<file path="config.mk">
export PLATFORM = sky130hd
export DESIGN_NAME = prim_ram_req_arb_flat
export DESIGN_NICKNAME = d
export VERILOG_FILES = /design/src/rtl/prim_ram_req_arb_if.sv /design/src/rtl/prim_ram_req_arb.sv /design/src/flat_wrapper.sv
export SDC_FILE = /design/constraint.sdc
export NUM_CORES = 1
export LEC_CHECK = 0
export CELL_PAD_IN_SITES_DETAIL_PLACEMENT = 0
export CELL_PAD_IN_SITES_GLOBAL_PLACEMENT = 1
export CORE_AREA = 2 2 116 118
export DETAILED_ROUTE_END_ITERATION = 10
export DIE_AREA = 0 0 118 120
export DONT_BUFFER_PORTS = 1
export PLACE_DENSITY_LB_ADDON = 0.1
export SETUP_SLACK_MARGIN = 0.2
export SYNTH_ARGS = -nofsm -noshare
export SYNTH_HDL_FRONTEND = slang
export SYNTH_SLANG_ARGS = --single-unit
</file>
<file path="constraint.sdc">
create_clock -name clk_i -period 5.6 [get_ports clk_i]
set_clock_uncertainty 0.05 [all_clocks]
set_input_delay 1.12 -clock clk_i [delete_from_list [all_inputs] [get_ports clk_i]]
set_output_delay 1.12 -clock clk_i [all_outputs]
set_load 0.01 [all_outputs]
</file>
<file path="src/rtl/prim_ram_req_arb_if.sv">
// Single-port RAM request/response bundle shared by the arbiter and the RAM.
// The arbiter drives the request side and consumes the in-order read response.
interface prim_ram_req_arb_if #(
    parameter int unsigned Width = 32,
    parameter int unsigned Aw    = 9
);
    logic             req;
    logic             write;
    logic [Aw-1:0]    addr;
    logic [Width-1:0] wdata;
    logic             rvalid;
    logic [Width-1:0] rdata;
    logic [1:0]       rerror;

    modport master (
        output req,
        output write,
        output addr,
        output wdata,
        input  rvalid,
        input  rdata,
        input  rerror
    );

    modport slave (
        input  req,
        input  write,
        input  addr,
        input  wdata,
        output rvalid,
        output rdata,
        output rerror
    );
endinterface

</file>
<file path="src/rtl/prim_ram_req_arb.sv">
// Round-robin arbiter sharing one RAM port among N requesters.
// Read issuer IDs are queued so in-order responses route back to their owner.
module prim_ram_req_arb #(
    parameter int unsigned N      = 4,
    parameter int unsigned Width  = 32,
    parameter int unsigned Aw     = 9,
    parameter int unsigned MaxOut = 4
) (
    input  logic                 clk_i,
    input  logic                 rst_ni,
    input  logic [N-1:0]         req_i,
    output logic [N-1:0]         gnt_o,
    input  logic [N-1:0]         write_i,
    input  logic [N*Aw-1:0]      addr_i,
    input  logic [N*Width-1:0]   wdata_i,
    output logic [N-1:0]         rvalid_o,
    output logic [Width-1:0]     rdata_o,
    output logic [1:0]           rerror_o,
    prim_ram_req_arb_if.master   ram,
    output logic                 err_o
);
    localparam int unsigned IdW  = $clog2(N);
    localparam int unsigned PtrW = $clog2(MaxOut);
    localparam int unsigned CntW = $clog2(MaxOut + 1);

    logic [IdW-1:0]  ptr_q;
    logic [IdW-1:0]  sel;
    logic [IdW-1:0]  idx;
    logic            found;
    logic [N-1:0]    elig;
    logic            space;
    logic            push;
    logic            pop;
    logic [IdW-1:0]  ids_q [MaxOut];
    logic [PtrW-1:0] wr_q;
    logic [PtrW-1:0] rd_q;
    logic [CntW-1:0] cnt_q;
    logic            err_q;

    // A full FIFO still accepts a read when a response pops it this cycle.
    assign space = (cnt_q < CntW'(MaxOut)) || ram.rvalid;
    assign elig  = req_i & (write_i | {N{space}}) & {N{rst_ni}};
    assign pop   = rst_ni && ram.rvalid && (cnt_q != '0);
    assign push  = found && !write_i[sel];

    always_comb begin
        found = 1'b0;
        sel   = '0;
        idx   = '0;
        for (int i = 0; i < int'(N); i++) begin
            idx = IdW'((int'(ptr_q) + i) % int'(N));
            if (!found && elig[idx]) begin
                found = 1'b1;
                sel   = idx;
            end
        end
    end

    always_comb begin
        gnt_o     = '0;
        ram.req   = found;
        ram.write = 1'b0;
        ram.addr  = '0;
        ram.wdata = '0;
        for (int k = 0; k < int'(N); k++) begin
            if (found && sel == IdW'(k)) begin
                gnt_o[k]  = 1'b1;
                ram.write = write_i[k];
                ram.addr  = addr_i[k*Aw +: Aw];
                ram.wdata = wdata_i[k*Width +: Width];
            end
        end
    end

    always_comb begin
        rvalid_o = '0;
        if (pop) rvalid_o[ids_q[rd_q]] = 1'b1;
    end

    assign rdata_o  = ram.rdata;
    assign rerror_o = ram.rerror;
    assign err_o    = err_q;

    always_ff @(posedge clk_i) begin
        if (!rst_ni) begin
            ptr_q <= '0;
            wr_q  <= '0;
            rd_q  <= '0;
            cnt_q <= '0;
            err_q <= 1'b0;
        end else begin
            if (found) begin
                ptr_q <= (sel == IdW'(N - 1)) ? '0 : sel + IdW'(1);
            end
            if (push) wr_q <= wr_q + PtrW'(1);
            if (pop) rd_q <= rd_q + PtrW'(1);
            if (push && !pop) cnt_q <= cnt_q + CntW'(1);
            if (pop && !push) cnt_q <= cnt_q - CntW'(1);
            if (ram.rvalid && cnt_q == '0) err_q <= 1'b1;
        end
    end

    always_ff @(posedge clk_i) begin
        if (push) ids_q[wr_q] <= sel;
    end
endmodule
</file>
<file path="src/flat_wrapper.sv">
// flat-port wrapper written by rule: the top's interface ports become plain ports
module prim_ram_req_arb_flat 
#(
    parameter int unsigned N      = 4,
    parameter int unsigned Width  = 32,
    parameter int unsigned Aw     = 9,
    parameter int unsigned MaxOut = 4
)
  (clk_i, rst_ni, req_i, gnt_o, write_i, addr_i, wdata_i, rvalid_o, rdata_o, rerror_o, err_o, ram_req, ram_write, ram_addr, ram_wdata, ram_rvalid, ram_rdata, ram_rerror);
  prim_ram_req_arb_if #(.Width(Width), .Aw(Aw)) ram_i ();
  input  logic clk_i;
  input  logic rst_ni;
  input  logic [N-1:0] req_i;
  output logic [N-1:0] gnt_o;
  input  logic [N-1:0] write_i;
  input  logic [N*Aw-1:0] addr_i;
  input  logic [N*Width-1:0] wdata_i;
  output logic [N-1:0] rvalid_o;
  output logic [Width-1:0] rdata_o;
  output logic [1:0] rerror_o;
  output logic err_o;
  output wire logic [$bits(ram_i.req)-1:0] ram_req;
  output wire logic [$bits(ram_i.write)-1:0] ram_write;
  output wire logic [$bits(ram_i.addr)-1:0] ram_addr;
  output wire logic [$bits(ram_i.wdata)-1:0] ram_wdata;
  input wire logic [$bits(ram_i.rvalid)-1:0] ram_rvalid;
  input wire logic [$bits(ram_i.rdata)-1:0] ram_rdata;
  input wire logic [$bits(ram_i.rerror)-1:0] ram_rerror;
  assign ram_req = ram_i.req;
  assign ram_write = ram_i.write;
  assign ram_addr = ram_i.addr;
  assign ram_wdata = ram_i.wdata;
  assign ram_i.rvalid = ram_rvalid;
  assign ram_i.rdata = ram_rdata;
  assign ram_i.rerror = ram_rerror;
  prim_ram_req_arb #(.N(N), .Width(Width), .Aw(Aw), .MaxOut(MaxOut)) u_core (.clk_i(clk_i), .rst_ni(rst_ni), .req_i(req_i), .gnt_o(gnt_o), .write_i(write_i), .addr_i(addr_i), .wdata_i(wdata_i), .rvalid_o(rvalid_o), .rdata_o(rdata_o), .rerror_o(rerror_o), .ram(ram_i), .err_o(err_o));
endmodule
</file>
# Word-level counts from Yosys, hierarchy flattened
# Memories as Yosys holds them, arrays and structs flattened. A register that Yosys moved wholly into a read port is not among the register bits.
# Cells that the tools add are included.
dict set report classes {
  n_mux 44
  bitwise_logic 3
  addsub 8
  eq_ne 3
  n_lt_le_gt_ge 8
  n_reduce_logical 25
}
# op n
set ops {}
lappend ops {{32-bit two-way mux} 4}
lappend ops {{9-bit two-way mux} 4}
lappend ops {{1-bit two-way mux} 20}
lappend ops {{2-bit by 3-bit < comparator with 1-bit output (second input constant)} 6}
lappend ops {{1-bit logical AND} 14}
lappend ops {{2-bit two-way mux} 7}
lappend ops {{1-bit binary-select mux with 2-bit select} 5}
lappend ops {{2-bit by 1-bit adder with 2-bit output (second input constant)} 4}
lappend ops {{4-bit AND} 2}
lappend ops {{1-bit zero test} 6}
lappend ops {{3-bit two-way mux} 2}
lappend ops {{2-bit adder (second input constant)} 2}
lappend ops {{2-bit equality test (second input constant)} 2}
lappend ops {{4-bit two-way mux} 1}
lappend ops {{4-bit OR} 1}
lappend ops {{3-bit by 1-bit adder with 3-bit output (second input constant)} 1}
lappend ops {{3-bit zero test} 1}
lappend ops {{3-bit < comparator (second input constant)} 1}
lappend ops {{3-bit nonzero test} 1}
lappend ops {{3-bit by 1-bit subtractor with 3-bit output (second input constant)} 1}
lappend ops {{1-bit demux with 2-bit select} 1}
lappend ops {{2-bit by 1-bit equality test with 1-bit output (second input constant)} 1}
lappend ops {{2-bit by 1-bit greater-or-equal comparator with 1-bit output (second input constant)} 1}
lappend ops {{2-bit zero test} 1}
lappend ops {{other kinds (2)} 2}
dict set report word_totals {
  n_memories 1
  wordCells 97
  ram_bits 8
  output_inout_bits 86
  inputBits 209
  regBits 10
}
# memory words word_bits read_ports rd_ports_with_merged_regs wr line
set mem_list {}
lappend mem_list {u_core.ids_q 4 2 1 1 1 prim_ram_req_arb.sv:34} ;# logic [IdW-1:0] ids_q [MaxOut];

# Depth between registers and ports, before layout
dict set report depth {
  ltp_word 24
  depth_mapped 16
  ltp_nobuf 14
}

# Worst setup path after synthesis
# OpenSTA, ideal clock, no wires.
dict set report synth_timing {
  kind {input to output}
  from {in write_i[1]}
  to {out ram_wdata[17]}
  path_stages 15
  arrival_ns 3.655
  slack_ns 0.775
  path_buffers 2
  path_cell_list {or3b_1 > a22o_1 > a21boi_0 > o21a_1 > inv_1 > ha_1 > clkbuf_1 > nor2b_1 > clkbuf_1 > a22oi_1 > nor2_1 > a21oi_1 > nor2_1 > a21oi_1 > nor2_1}
}
dict set report synth_via {
  elab_chain_cells 21
}
# element line
set synth_rtl {}
lappend synth_rtl {{from (decl)} flat_wrapper.sv:15} ;# input logic [N-1:0] write_i;
lappend synth_rtl {{4-bit OR (*)} prim_ram_req_arb.sv:42} ;# assign elig = req_i & (write_i | {N{space}}) & {N{rst_ni}};
lappend synth_rtl {{4-bit AND (*) (2 in series)} prim_ram_req_arb.sv:42}
lappend synth_rtl {{1-bit binary-select mux with 2-bit select} prim_ram_req_arb.sv:52} ;# if (!found && elig[idx]) begin
lappend synth_rtl {{1-bit two-way mux (not written as such)} prim_ram_req_arb.sv:52}
lappend synth_rtl {{1-bit two-way mux} prim_ram_req_arb.sv:52}
lappend synth_rtl {{1-bit zero test} prim_ram_req_arb.sv:52}
lappend synth_rtl {{1-bit logical AND} prim_ram_req_arb.sv:52}
lappend synth_rtl {{1-bit two-way mux} prim_ram_req_arb.sv:52}
lappend synth_rtl {{[... 3 more ...]} --}
lappend synth_rtl {{1-bit zero test} prim_ram_req_arb.sv:52}
lappend synth_rtl {{1-bit logical AND} prim_ram_req_arb.sv:52}
lappend synth_rtl {{2-bit two-way mux (*)} prim_ram_req_arb.sv:52}
lappend synth_rtl {{net u_core.sel[1]} prim_ram_req_arb.sv:27} ;# logic [IdW-1:0] sel;
lappend synth_rtl {{2-bit zero test} prim_ram_req_arb.sv:66} ;# if (found && sel == IdW'(k)) begin
lappend synth_rtl {{1-bit logical AND} prim_ram_req_arb.sv:66}
lappend synth_rtl {{32-bit two-way mux (3 in series)} prim_ram_req_arb.sv:66}
lappend synth_rtl {{32-bit two-way mux (*)} prim_ram_req_arb.sv:66}
lappend synth_rtl {{to (decl)} flat_wrapper.sv:25} ;# output wire logic [$bits(ram_i.wdata)-1:0] ram_wdata;
# Mark *: on every way through the listed nets, which the timed path passes. The rest lies on a longest branch. The select of a mux whose other input is x is not followed.

# Worst setup path in the final report
dict set report layout_timing {
  from {in write_i[1]}
  to {out ram_wdata[0]}
}
# The elaborated chain is that of the path after synthesis.

==> impl_metrics.toml <==
[status]
status = "completed"

[placement]
port_buffers = 0
place_congestion = 0.783
post-dp-hpwl_mm = 8.12
placed_cells = 584

[clock_tree]
cts_sinks = 20
clock_latency_ns = 0.25
numCtsBuffers = 3
cts_tree = "built"
clk_path_buf_depth = 2
ctsRootBufferMaster = "clkbuf_16"
cts-resized-gates = 0
cts_setup_buffers = 0
ctsHoldBuffers = 0
path_clk_slew_ns = 0.06
cts_max_level = 1

[logic_synthesis]
netlist_instances = 468
synthTopCellsByArea = "nor2_1, a21oi_1, mux2i_1, buf_4, nand2_1"
syn_area_per_cell_um2 = 6.32
async_reset_ff_share_pct = 0
synth_warnings = 0
synth_top_area_share_pct = 13.6
synth_edf_count = 8
synth_cell_types = 39
synth.largest_area_cell = "nor2_1"
synth_area_um2 = 2960
syn-num-nets = 687
ys_seq_area_share_pct = 16.2
synth_seq_cells = 20
ys.flop_type = "dfxtp_1"

[timing]
tightest_slew_ns = 0.566
setup_tns_ns = 0
finalCriticalPeriod_ns = 4.83
maxSlewViolCount = 0
setup_violations = 0
rsz0062_at_grt = "false"
relSlewSlack_pct = 62.3
fmax_mhz = 207
finalHoldViolations = 0
fin_crit_sh_pct = 86.2

[floorplanning]
fp.dieH_um = 120
die_x_um = 118
core_area_um2 = 13000
start_util_pct = 22.8
rows = 42
fp.dieArea_um2 = 14200
ios = 295

[setup_path]
reg2reg_to = "u_core.cnt_q[2]"
crit_type = "in2out"
r2r_start = "u_core.cnt_q[2]"
max_stage_delay_ns = 0.40
endpoint_kind = "primary output"
critPathRequiredTime_ns = 4.43
startpoint = "write_i[1]"
slowest_stage = "or3b_1"
start_kind = "input pin"
r2r_slack_ns = 2.06
worstPathMaxFanout = 28
crit_top_cell = "nor2_1"
path_cells = "or3b_1 > a22o_1 > a21boi_0 > o21a_1 > inv_1 > ha_1 > buf_4 > nand2_1 > nor2_1 > a21oi_1 > o21ai_0 > mux2i_1 > nor2_1"
reg2regPathDepth = 13
worst_ep_arrival_time_ns = 3.66

[routing]
drt_iter0_markers = 114
ant_nets = 0
vias_per_cell = 4.89
wire_per_inst_um = 17.8
vias = 2878
drcViolationCount = 0
routed_wl_mm = 10.5
dr.pass1.iters = 4

[global_route]
grt_use_met2_pct = 25.0
grtUsageTotal_pct = 13.9
grt_pass1_vias = 2837
use_met1_pct = 16.4
grt_use_met3_pct = 3.94
grt_pass1_wl_mm = 15.8
grt-busiest-layer = "met2"
grt_max_degree = 50
grt_overflow_total = 0
antenna_found_initial = 0

[pwr]
leakagePower_uw = 0.00110
power.density_nw_per_um2 = 289
max-vdd-ir-drop_v = 0.0000844

[finish]
multi_input_area_um2 = 2060
final_cell_mix = "nor2_1, nand2_1, a21oi_1, mux2i_1, o21ai_0"
seqCellArea_um2 = 480
fillers = 1491
final_layout_size_suffix_gt1_share_pct = 5.83
area_growth_pct = 0.0423
stdcell_count = 588
final_common_cell = "nor2_1"
nets = 632
num_antenna_cells = 0

[run]
drv_cap = 0

[hold_path]
min_path_type = "reg2reg"
min_delay_path_depth = 2
min-delay-start = "u_core.wr_q[1]"
hold_end = "u_core.wr_q[1]"
[Yosys cell counts, types with 2 or more instances]
master    instances
a21boi_0          2
a21oi_1          62
a22oi_1          15
and2_1           10
and3_1            2
buf_1             4
buf_2             4
buf_4            34
clkbuf_1         27
dfxtp_1          12
edfxtp_1          8
ha_1              9
inv_1            10
mux2i_1          30
mux4_2            2
nand2_1          65
nor2_1          107
nor2b_1          10
nor3_1            2
nor3b_1           3
o21ai_0          29
or3b_1            2
xnor2_1           2
xor2_1            2
[power by group]
| part | total (uW) | switching, uW | internal, uW |
|---|---|---|---|
| clock network | 149 | 54.1 | 95.2 |
| registers | 220 | 29.7 | 191 |
| logic | 487 | 307 | 180 |
[routing by layer]
layer / up-vias / wire length (um)
li1: 1417 / -
met1: 1280 / 4310
met2: 150 / 5150
met3: 31 / 854
met4: 0 / 167
met5: - / 0
[cells by family after synthesis]
logic type / share of synthesized area, %
adder cells (fa/ha/maj): 4.48
multiplexers: 11.7
XOR/XNOR: 1.18
AND/OR/NAND/NOR: 29.7
AO/OA/AOI/OAI: 22.1
flip-flops: 16.2
buffers and inverters: 14.6
[worst max-delay path: cells and delay by family]
kind	cells	cell delay [ns]
AOI/OAI and AO/OA	5	1.13
and+or+nand+nor	4	0.65
buffers and inverters	2	0.34
adders and majority gates	1	0.20
muxes	1	0.19
[flip-flops by register name, indices dropped and copies added, names as in the netlist, named ones only]
| name | flops |
|---|---|
| u_core.ids_q | 8 |
| u_core.cnt_q | 3 |
| u_core.ptr_q | 2 |
| u_core.rd_q | 2 |
| u_core.wr_q | 2 |
| u_core.err_o | 1 |
[metrics by stage]
stage | utilization [%] | hold WS [ns] | setup slack (ns) | total power, uW | cell area, um2
floorplan | - | 0.418 | 0.775 | 640 | 2960
global placement | 22.2 | 0.435 | 0.770 | 716 | 2880
detailed placement | 22.2 | 0.451 | 0.715 | 720 | 2880
CTS | 22.8 | 0.459 | 0.705 | 875 | 2960
global route | 22.8 | 0.473 | 0.508 | 954 | 2960
finish | 22.8 | 0.457 | 0.771 | 856 | 2960
[worst max path at each step]
stage | to | depth (start not counted)
after detailed placement | ram_wdata[0] | 13
after CTS | ram_wdata[0] | 13
after floorplan | ram_wdata[17] | 15
after global routing | ram_wdata[24] | 14
final | ram_wdata[0] | 13
after global placement | ram_wdata[0] | 11
[cell type report]
cell class	count	area share, %
Multi-Input combinational cell	368	69.6
Clock buffer	3	2.54
Timing Repair Buffer	9	2.70
Tap cell	176	7.44
Clock inverter	1	0.127
Inverter	11	1.39
Sequential cell	20	16.2
No activity file was read; power rests on OpenSTA's default activity.
